<file path="config.mk">
export PLATFORM = sky130hd
export DESIGN_NAME = peripheral_tap_scheduler
export DESIGN_NICKNAME = d
export VERILOG_FILES = /design/src/rtl/peripheral_tap_scheduler.sv
export SDC_FILE = /design/constraint.sdc
export NUM_CORES = 1
export LEC_CHECK = 0
export ABC_CLOCK_PERIOD_IN_PS = 4500
export BUFFER_PORTS_ARGS = -buffer_cell sky130_fd_sc_hd__buf_4
export CAP_MARGIN = 20
export CORE_AREA = 3 3 106 128
export CTS_CLUSTER_SIZE = 28
export DETAILED_ROUTE_END_ITERATION = 12
export DIE_AREA = 0 0 109 131
export GPL_TIMING_DRIVEN = 0
export PLACE_DENSITY = 0.67
export SYNTH_ARGS = -nofsm -noshare
export SYNTH_HDL_FRONTEND = slang
export SYNTH_SLANG_ARGS = --single-unit
</file>
<file path="constraint.sdc">
create_clock -name clk -period 4.5 [get_ports clk]
set_input_delay 0.9 -clock clk [delete_from_list [all_inputs] [get_ports clk]]
set_output_delay 0.9 -clock clk [all_outputs]
set_load 0.02 [all_outputs]
</file>
<file path="src/rtl/peripheral_tap_scheduler.sv">
// Round-robin merges NUM_REQ monitor results into one numbered TAP record stream with pass/fail tallies.
// Latency: 1 cycle from grant to tc_valid_o; one record per cycle while tc_ready_i stays high.
// Backpressure: a stalled record holds its fields and blocks further grants until it is accepted.
module peripheral_tap_scheduler #(
  parameter  int NUM_REQ = 4,
  parameter  int DESC_W  = 8,
  parameter  int CNT_W   = 16,
  localparam int SRC_W   = $clog2(NUM_REQ)
) (
  input  logic                      clk,
  input  logic                      rst_n,
  input  logic                      start_i,
  input  logic [CNT_W-1:0]          plan_i,
  input  logic [NUM_REQ-1:0]        req_i,
  input  logic [NUM_REQ-1:0]        ok_i,
  input  logic [NUM_REQ*DESC_W-1:0] desc_i,
  output logic [NUM_REQ-1:0]        gnt_o,
  output logic                      tc_valid_o,
  input  logic                      tc_ready_i,
  output logic [CNT_W-1:0]          tc_num_o,
  output logic                      tc_ok_o,
  output logic [SRC_W-1:0]          tc_src_o,
  output logic [DESC_W-1:0]         tc_desc_o,
  output logic [CNT_W-1:0]          pass_cnt_o,
  output logic [CNT_W-1:0]          fail_cnt_o,
  output logic                      busy_o,
  output logic                      done_o,
  output logic                      overflow_o,
  output logic                      plan_err_o
);

  typedef enum logic [1:0] {S_IDLE, S_RUN, S_DRAIN, S_DONE} state_t;

  state_t             state_q, state_d;
  logic [CNT_W-1:0]   plan_q;
  logic [CNT_W-1:0]   issued_q;
  logic [CNT_W-1:0]   issued_inc;
  logic [SRC_W-1:0]   rr_ptr;
  logic [SRC_W-1:0]   rr_next;
  logic [SRC_W-1:0]   cand;
  logic [SRC_W-1:0]   gnt_src;
  logic               gnt_any;
  logic [DESC_W-1:0]  gnt_desc;
  logic               gnt_ok;
  logic               grant_allow;
  logic               hs;
  logic               can_start;
  logic               start_go;
  logic               start_zero;

  assign hs          = tc_valid_o & tc_ready_i;
  assign grant_allow = (state_q == S_RUN) && (!tc_valid_o || tc_ready_i);
  assign can_start   = (state_q == S_IDLE) || (state_q == S_DONE);
  assign start_go    = can_start && start_i && (plan_i != '0);
  assign start_zero  = can_start && start_i && (plan_i == '0);
  assign issued_inc  = issued_q + 1'b1;
  assign busy_o      = (state_q == S_RUN) || (state_q == S_DRAIN);
  assign done_o      = (state_q == S_DONE);

  // First requester at or after the pointer wins.
  always_comb begin
    gnt_any = 1'b0;
    gnt_src = '0;
    cand    = '0;
    if (grant_allow) begin
      for (int i = 0; i < NUM_REQ; i++) begin
        cand = SRC_W'((int'(rr_ptr) + i) % NUM_REQ);
        if (!gnt_any && req_i[cand]) begin
          gnt_any = 1'b1;
          gnt_src = cand;
        end
      end
    end
    gnt_o = '0;
    if (gnt_any) gnt_o[gnt_src] = 1'b1;
  end

  always_comb begin
    gnt_desc = '0;
    gnt_ok   = 1'b0;
    for (int k = 0; k < NUM_REQ; k++) begin
      if (gnt_src == SRC_W'(k)) begin
        gnt_desc = desc_i[k*DESC_W +: DESC_W];
        gnt_ok   = ok_i[k];
      end
    end
  end

  assign rr_next = (gnt_src == SRC_W'(NUM_REQ - 1)) ? '0 : gnt_src + 1'b1;

  always_comb begin
    state_d = state_q;
    case (state_q)
      S_IDLE, S_DONE: if (start_go) state_d = S_RUN;
      S_RUN:          if (gnt_any && (issued_inc == plan_q)) state_d = S_DRAIN;
      S_DRAIN:        if (!tc_valid_o || tc_ready_i) state_d = S_DONE;
      default:        state_d = S_IDLE;
    endcase
  end

  always_ff @(posedge clk or negedge rst_n) begin
    if (!rst_n) begin
      state_q    <= S_IDLE;
      plan_q     <= '0;
      issued_q   <= '0;
      rr_ptr     <= '0;
      tc_valid_o <= 1'b0;
      tc_num_o   <= '0;
      tc_ok_o    <= 1'b0;
      tc_src_o   <= '0;
      tc_desc_o  <= '0;
      pass_cnt_o <= '0;
      fail_cnt_o <= '0;
      overflow_o <= 1'b0;
      plan_err_o <= 1'b0;
    end else begin
      state_q <= state_d;
      if (start_zero) plan_err_o <= 1'b1;
      if (start_go) begin
        plan_q     <= plan_i;
        issued_q   <= '0;
        pass_cnt_o <= '0;
        fail_cnt_o <= '0;
        overflow_o <= 1'b0;
      end else begin
        if (hs && tc_ok_o)  pass_cnt_o <= pass_cnt_o + 1'b1;
        if (hs && !tc_ok_o) fail_cnt_o <= fail_cnt_o + 1'b1;
        // Requests arriving once the plan is used up are flagged, never granted.
        if (((state_q == S_DRAIN) || (state_q == S_DONE)) && (req_i != '0))
          overflow_o <= 1'b1;
      end
      if (gnt_any) begin
        tc_valid_o <= 1'b1;
        tc_num_o   <= issued_inc;
        tc_ok_o    <= gnt_ok;
        tc_src_o   <= gnt_src;
        tc_desc_o  <= gnt_desc;
        issued_q   <= issued_inc;
        rr_ptr     <= rr_next;
      end else if (hs) begin
        tc_valid_o <= 1'b0;
      end
    end
  end

endmodule

</file>
* Word level (Yosys, flattened, before mapping)
Index checks and enable logic that the tools add are counted.
Word-level totals: flip-flop bits (word level) 98, bits in latches 0, bits in writable memories 0, bits in read-only memories 0, input port bits 60, output and inout bits 68, logic and storage cells 117, memories 0
Operators by class: add/sub/neg operators 7, $mul 0, divide/modulo/power cells 0, $lt $le $gt $ge 6, equality and inequality tests 10, shifts and indexed selects 0, multiplexer cells 47, bitwise logic cells 1, reduce and logical (&&, ||, !) cells 33
Operators with widths (count):
- $mux 16 | 6
- $add 16x1->16 const B | 3
- $mux 8 | 4
- $mux 1 | 21
- $mux 2 | 9
- $eq 16x16->1 | 1
- $logic_not 16->1 | 1
- $reduce_bool 16->1 | 1
- $lt 2x3->1 const B | 5
- $logic_and 1x1->1 | 12
- $reduce_bool 2->1 | 5
- $bmux 1 s2 | 4
- $eq 2x2->1 const B | 4
- $pmux 2 s3 | 1
- $logic_not 1->1 | 5
- $add 2x1->2 const B | 2
- $add 2x2->2 const B | 2
- $eq 2x1->1 const B | 2
- $logic_not 2->1 | 2
- $logic_or 1x1->1 | 4
- $mux 4 | 1
- $ne 2x2->1 const B | 2
- $reduce_bool 4->1 | 1
- $reduce_and 3->1 | 1
- other kinds (5) | 5

* Longest topological paths before layout
word-level depth 21, depth in mapped cells 16, gate-level depth less buffers 14

* Least setup slack after synthesis
No wires, ideal clock.
kind input to output, start in req_i[2], end out gnt_o[3], data arrival time 2.876 ns, data required time 3.600 ns, slack 0.724 ns, stages on the path 8, path buffers 3, path through nor4_1 -> or3_1 -> clkbuf_1 -> a211oi_1 -> ha_1 -> clkbuf_1 -> clkbuf_1 -> and2_1
Between the ends: cells in the longest elaborated chain, start to end 21, elaborated cells on any way between the ends 33, those cells by class 2 x order compare; 24 x mux; 7 x reduce/logical
RTL lines:
- start: declaration | line 14 | input logic [NUM_REQ-1:0] req_i,
- $bmux 1 s2 | line 68 | if (!gnt_any && req_i[cand]) begin
- $mux 1 (implied by the code) | line 68
- $mux 1 | line 68
- $mux 1 | line 65 | if (grant_allow) begin
- $logic_not 1->1 | line 68
- $logic_and 1x1->1 | line 68
- $mux 1 | line 68
- $mux 1 | line 65
- [... 6 more ...]
- $mux 2 * | line 68
- $mux 2 * | line 65
- named net gnt_src[0] | line 41 | logic [SRC_W-1:0] gnt_src;
- $lt 2x3->1 (implied by the code) or $ge 2x1->1 (tied branches) | line 75 | if (gnt_any) gnt_o[gnt_src] = 1'b1;
- $logic_and 1x1->1 (implied by the code) | line 75
- $mux 1 (implied by the code) | line 75
- $demux 1 s2 * | line 75
- $mux 4 * | line 75
- end: declaration | line 17 | output logic [NUM_REQ-1:0] gnt_o,
The timed path passes the listed nets; every way through them passes the cells marked *. The select of a mux whose other input is x is not followed.

* Final worst setup path
start in req_i[2], end out gnt_o[2]
Same word-level chain as after synthesis.

==> results.json <==
{
  "status": "completed",
  "skew_ns": 0.0105,
  "start_kind": "input port",
  "cp_slowest_cell": "clkbuf_1",
  "async_reset_ff_frac": 1.00,
  "min_from": "tc_num_o[12]$_DFFE_PN0N_",
  "synth_largest_area_cell": "dfrtp_1",
  "first_pass_iters": 5,
  "max_freq_mhz": 236,
  "finalPower_w": 0.00332,
  "max_slew_margin": 0.382,
  "ys_warn_count": 0,
  "holdBufCountCts": 0,
  "grtUsageTotal": 0.210,
  "grt_pass1_vias": 4820,
  "drt_first_iter_violations": 344,
  "final-seq-area_um2": 2450,
  "fin_nets": 849,
  "hpwl_um": 11600,
  "critPathRequiredTime_ns": 3.60,
  "dieArea_um2": 14300,
  "endpoint": "gnt_o[2]",
  "vias_per_cell": 5.39,
  "cts_tree": "done",
  "drive_above_1_share": 0.214,
  "gp_congestion": 0.928,
  "grt_max_degree": 71,
  "path_buf_inv": 6,
  "ctsRootBufferMaster": "clkbuf_16",
  "fp.coreArea_um2": 12600,
  "path_depth": 11,
  "yosysTopAreaCellShare": 0.444,
  "yosysSeqAreaShare": 0.444,
  "gr-total-overflow": 0,
  "holdWs_ns": 0.479,
  "slew_violations": 0,
  "critPathCaptureType": "output pin",
  "worst-path-max-fanout": 10,
  "path_delay_family": "buffers and inverters",
  "post-route-drc-count": 0,
  "clock_latency_ns": 0.35,
  "synth-edff-count": 0,
  "clkTransAtPathRegs_ns": 0.07,
  "cts_buffers": 9,
  "r2r_cells": 16,
  "slowest_delay_ns": 0.38,
  "min_path_type": "reg2reg",
  "cap_viol_max_count": 0,
  "critPathLaunch": "req_i[2]",
  "htree_levels": 3,
  "r2r-end": "tc_desc_o[0]$_DFFE_PN0N_",
  "synth.avg_cell_area_um2": 8.63,
  "die_w_um": 109,
  "post-cts-setup-buffers": 0,
  "synth_cells": 640,
  "nFillCells": 1205,
  "wl_per_cell_um": 15.9,
  "cts_sinks": 98,
  "fin_crit_sh": 0.941,
  "setup_viol_count_final": 0,
  "rsz0062_at_grt": "yes",
  "n_antenna_cell": 0,
  "power_density_nw_per_um2": 475,
  "period_needed_ns": 4.24,
  "ys_seq_elements": 98,
  "ioPinCount": 128,
  "post_cts_resized": 0,
  "leakagePower_nw": 3.23,
  "grt_antenna_before_repair": 0,
  "hold_viol": 0,
  "num_rows": 45,
  "critical_path_arrival_ns": 3.34,
  "synth_fp_nets": 710,
  "r2r_slack_ns": 1.18,
  "ant_nets": 0,
  "synth.cell_area_um2": 5520,
  "grt_pass1_wl_um": 23800,
  "start_util": 0.440,
  "r2r_start": "state_q[1]$_DFFE_PN0P_",
  "multi_input_comb_area_um2": 2830,
  "worst_pin_slew_ns": 0.920,
  "portBuffers": 127,
  "drt-total-wl_um": 15100,
  "vias": 5114,
  "cts.path.max_buffers": 2,
  "crit_chain": "buf_4, nor4_2, or3_1, clkbuf_1, a211oi_2, inv_1, ha_1, clkbuf_1, clkbuf_1, and2_1, buf_4",
  "synth_area_leaders": "dfrtp_1 (44%), nand2_1 (7.9%), nor2_1 (5.0%), xnor2_1 (4.8%), o21ai_0 (4.5%)",
  "ys.flop_type": "dfrtp_1",
  "crit_type": "in2out",
  "max-vdd-ir-drop_mv": 0.282,
  "ys_types": 57,
  "die_height_um": 131,
  "area_growth_pct": 26.8,
  "worst_path_most_repeated_cell": "clkbuf_1"
}
## state kept, by name, summed over array words and instances, names as in the netlist
name	count
issued_q	16
tc_desc_o	8
tc_valid_o	1
tc_src_o	2
state_q	2
fail_cnt_o	16
plan_err_o	1
tc_num_o	16
rr_ptr	2
tc_ok_o	1
overflow_o	1
plan_q	16
pass_cnt_o	16
## cells in the final DEF (no fill, tap or decap), drive strengths merged, types with 3 or more instances in the layout
cell,count
o31ai,6
o21ai,50
a21oi,36
a22oi,9
ha,10
nand3b,4
or3,12
and4,5
nor4,11
xor2,25
clkbuf,39
o32ai,3
o22ai,4
inv,19
buf,135
mux2i,4
nand2b,3
nand3,28
and2,6
xnor2,30
and3,4
a311oi,3
nand4,11
nor3,6
dfrtp,98
nor2b,3
nand2,116
nor2,74
a31o,3
## worst min-delay path by stage
stage	to	cells after the start	slack (ns)
floorplan	plan_q[14]$_DFFE_PN0P_	2	0.47
global placement	tc_num_o[13]$_DFFE_PN0N_	2	0.46
detailed placement	tc_num_o[15]$_DFFE_PN0N_	2	0.47
CTS	tc_num_o[10]$_DFFE_PN0N_	1	0.49
global route	tc_num_o[9]$_DFFE_PN0N_	1	0.51
finish	tc_num_o[12]$_DFFE_PN0N_	2	0.48
## cells in the mapped netlist, types with 3 or more instances
library cell and count:
a21oi_1 36, a22oi_1 9, a311oi_1 3, a31o_2 3, and2_1 6, and3_1 3
and4_1 5, buf_6 3, clkbuf_1 28, dfrtp_1 98, ha_1 10, inv_1 16
mux2i_1 4, nand2_1 116, nand2b_1 3, nand3_1 26, nand3b_1 4, nand4_1 10
nor2_1 73, nor2b_1 3, nor3_1 6, nor4_1 10, o21ai_0 50, o22ai_1 4
o31ai_1 6, o32ai_1 3, or3_1 11, xnor2_1 30, xor2_1 25
## worst reg2reg max path: stages, from the launching register on
cell and delay, ns:
dfrtp_1 0.40, inv_1 0.09, ha_1 0.20, inv_1 0.10, or3_1 0.40, clkbuf_1 0.25, a211oi_2 0.34, inv_1 0.13
ha_1 0.23, nor2b_1 0.13, clkbuf_1 0.19, a22oi_1 0.21, nor2_1 0.06, a21oi_1 0.13, nor2_1 0.05, a21oi_1 0.17
o21ai_0 0.09
## cells by family after synthesis
family	synth area share
multiplexers	0.00929
adder cells (fa/ha/maj)	0.0227
AND/OR/NAND/NOR	0.252
flip-flops	0.444
XOR/XNOR	0.0872
AO/OA/AOI/OAI	0.140
buffers and inverters	0.0449
## where the power goes
group          total [W]  switching (W)  internal, W  leakage (nW)
clock           0.000750       0.000365     0.000385         0.136
combinational    0.00134       0.000815     0.000528          1.79
sequential       0.00123       0.000181      0.00105          1.30
## per-stage QoR
step                      cell area [um^2]  TNS [ns]  cells  utilization  setup WS, ns
final                                 7010         0    948        0.558         0.265
after global routing                  7010   -0.0220    948        0.558       -0.0220
after CTS                             6990         0    948        0.557        0.0707
after detailed placement              6710         0    932        0.534        0.0817
after global placement                6680         0    931        0.532         0.120
after floorplan                       5520         0    640            -         0.724
## area by class of cell
class | instances | share of cell area
Multi-Input combinational cell | 489 | 0.405
Sequential cell | 98 | 0.350
Timing Repair Buffer | 128 | 0.140
Clock buffer | 9 | 0.0321
Tap cell | 164 | 0.0293
Buffer | 37 | 0.0268
Clock inverter | 7 | 0.00857
Inverter | 16 | 0.00857
## layer usage
layer | vias up | GRT usage | part of all wire | wire length, um
li1 | 2487 | - | - | -
met1 | 2454 | 0.285 | 0.45 | 6770
met2 | 156 | 0.349 | 0.48 | 7310
met3 | 17 | 0.0364 | 0.056 | 849
met4 | 0 | 0.0505 | 0.012 | 182
met5 | - | 0 | 0 | 0
Note: power is estimated with default switching activity, not from simulation.
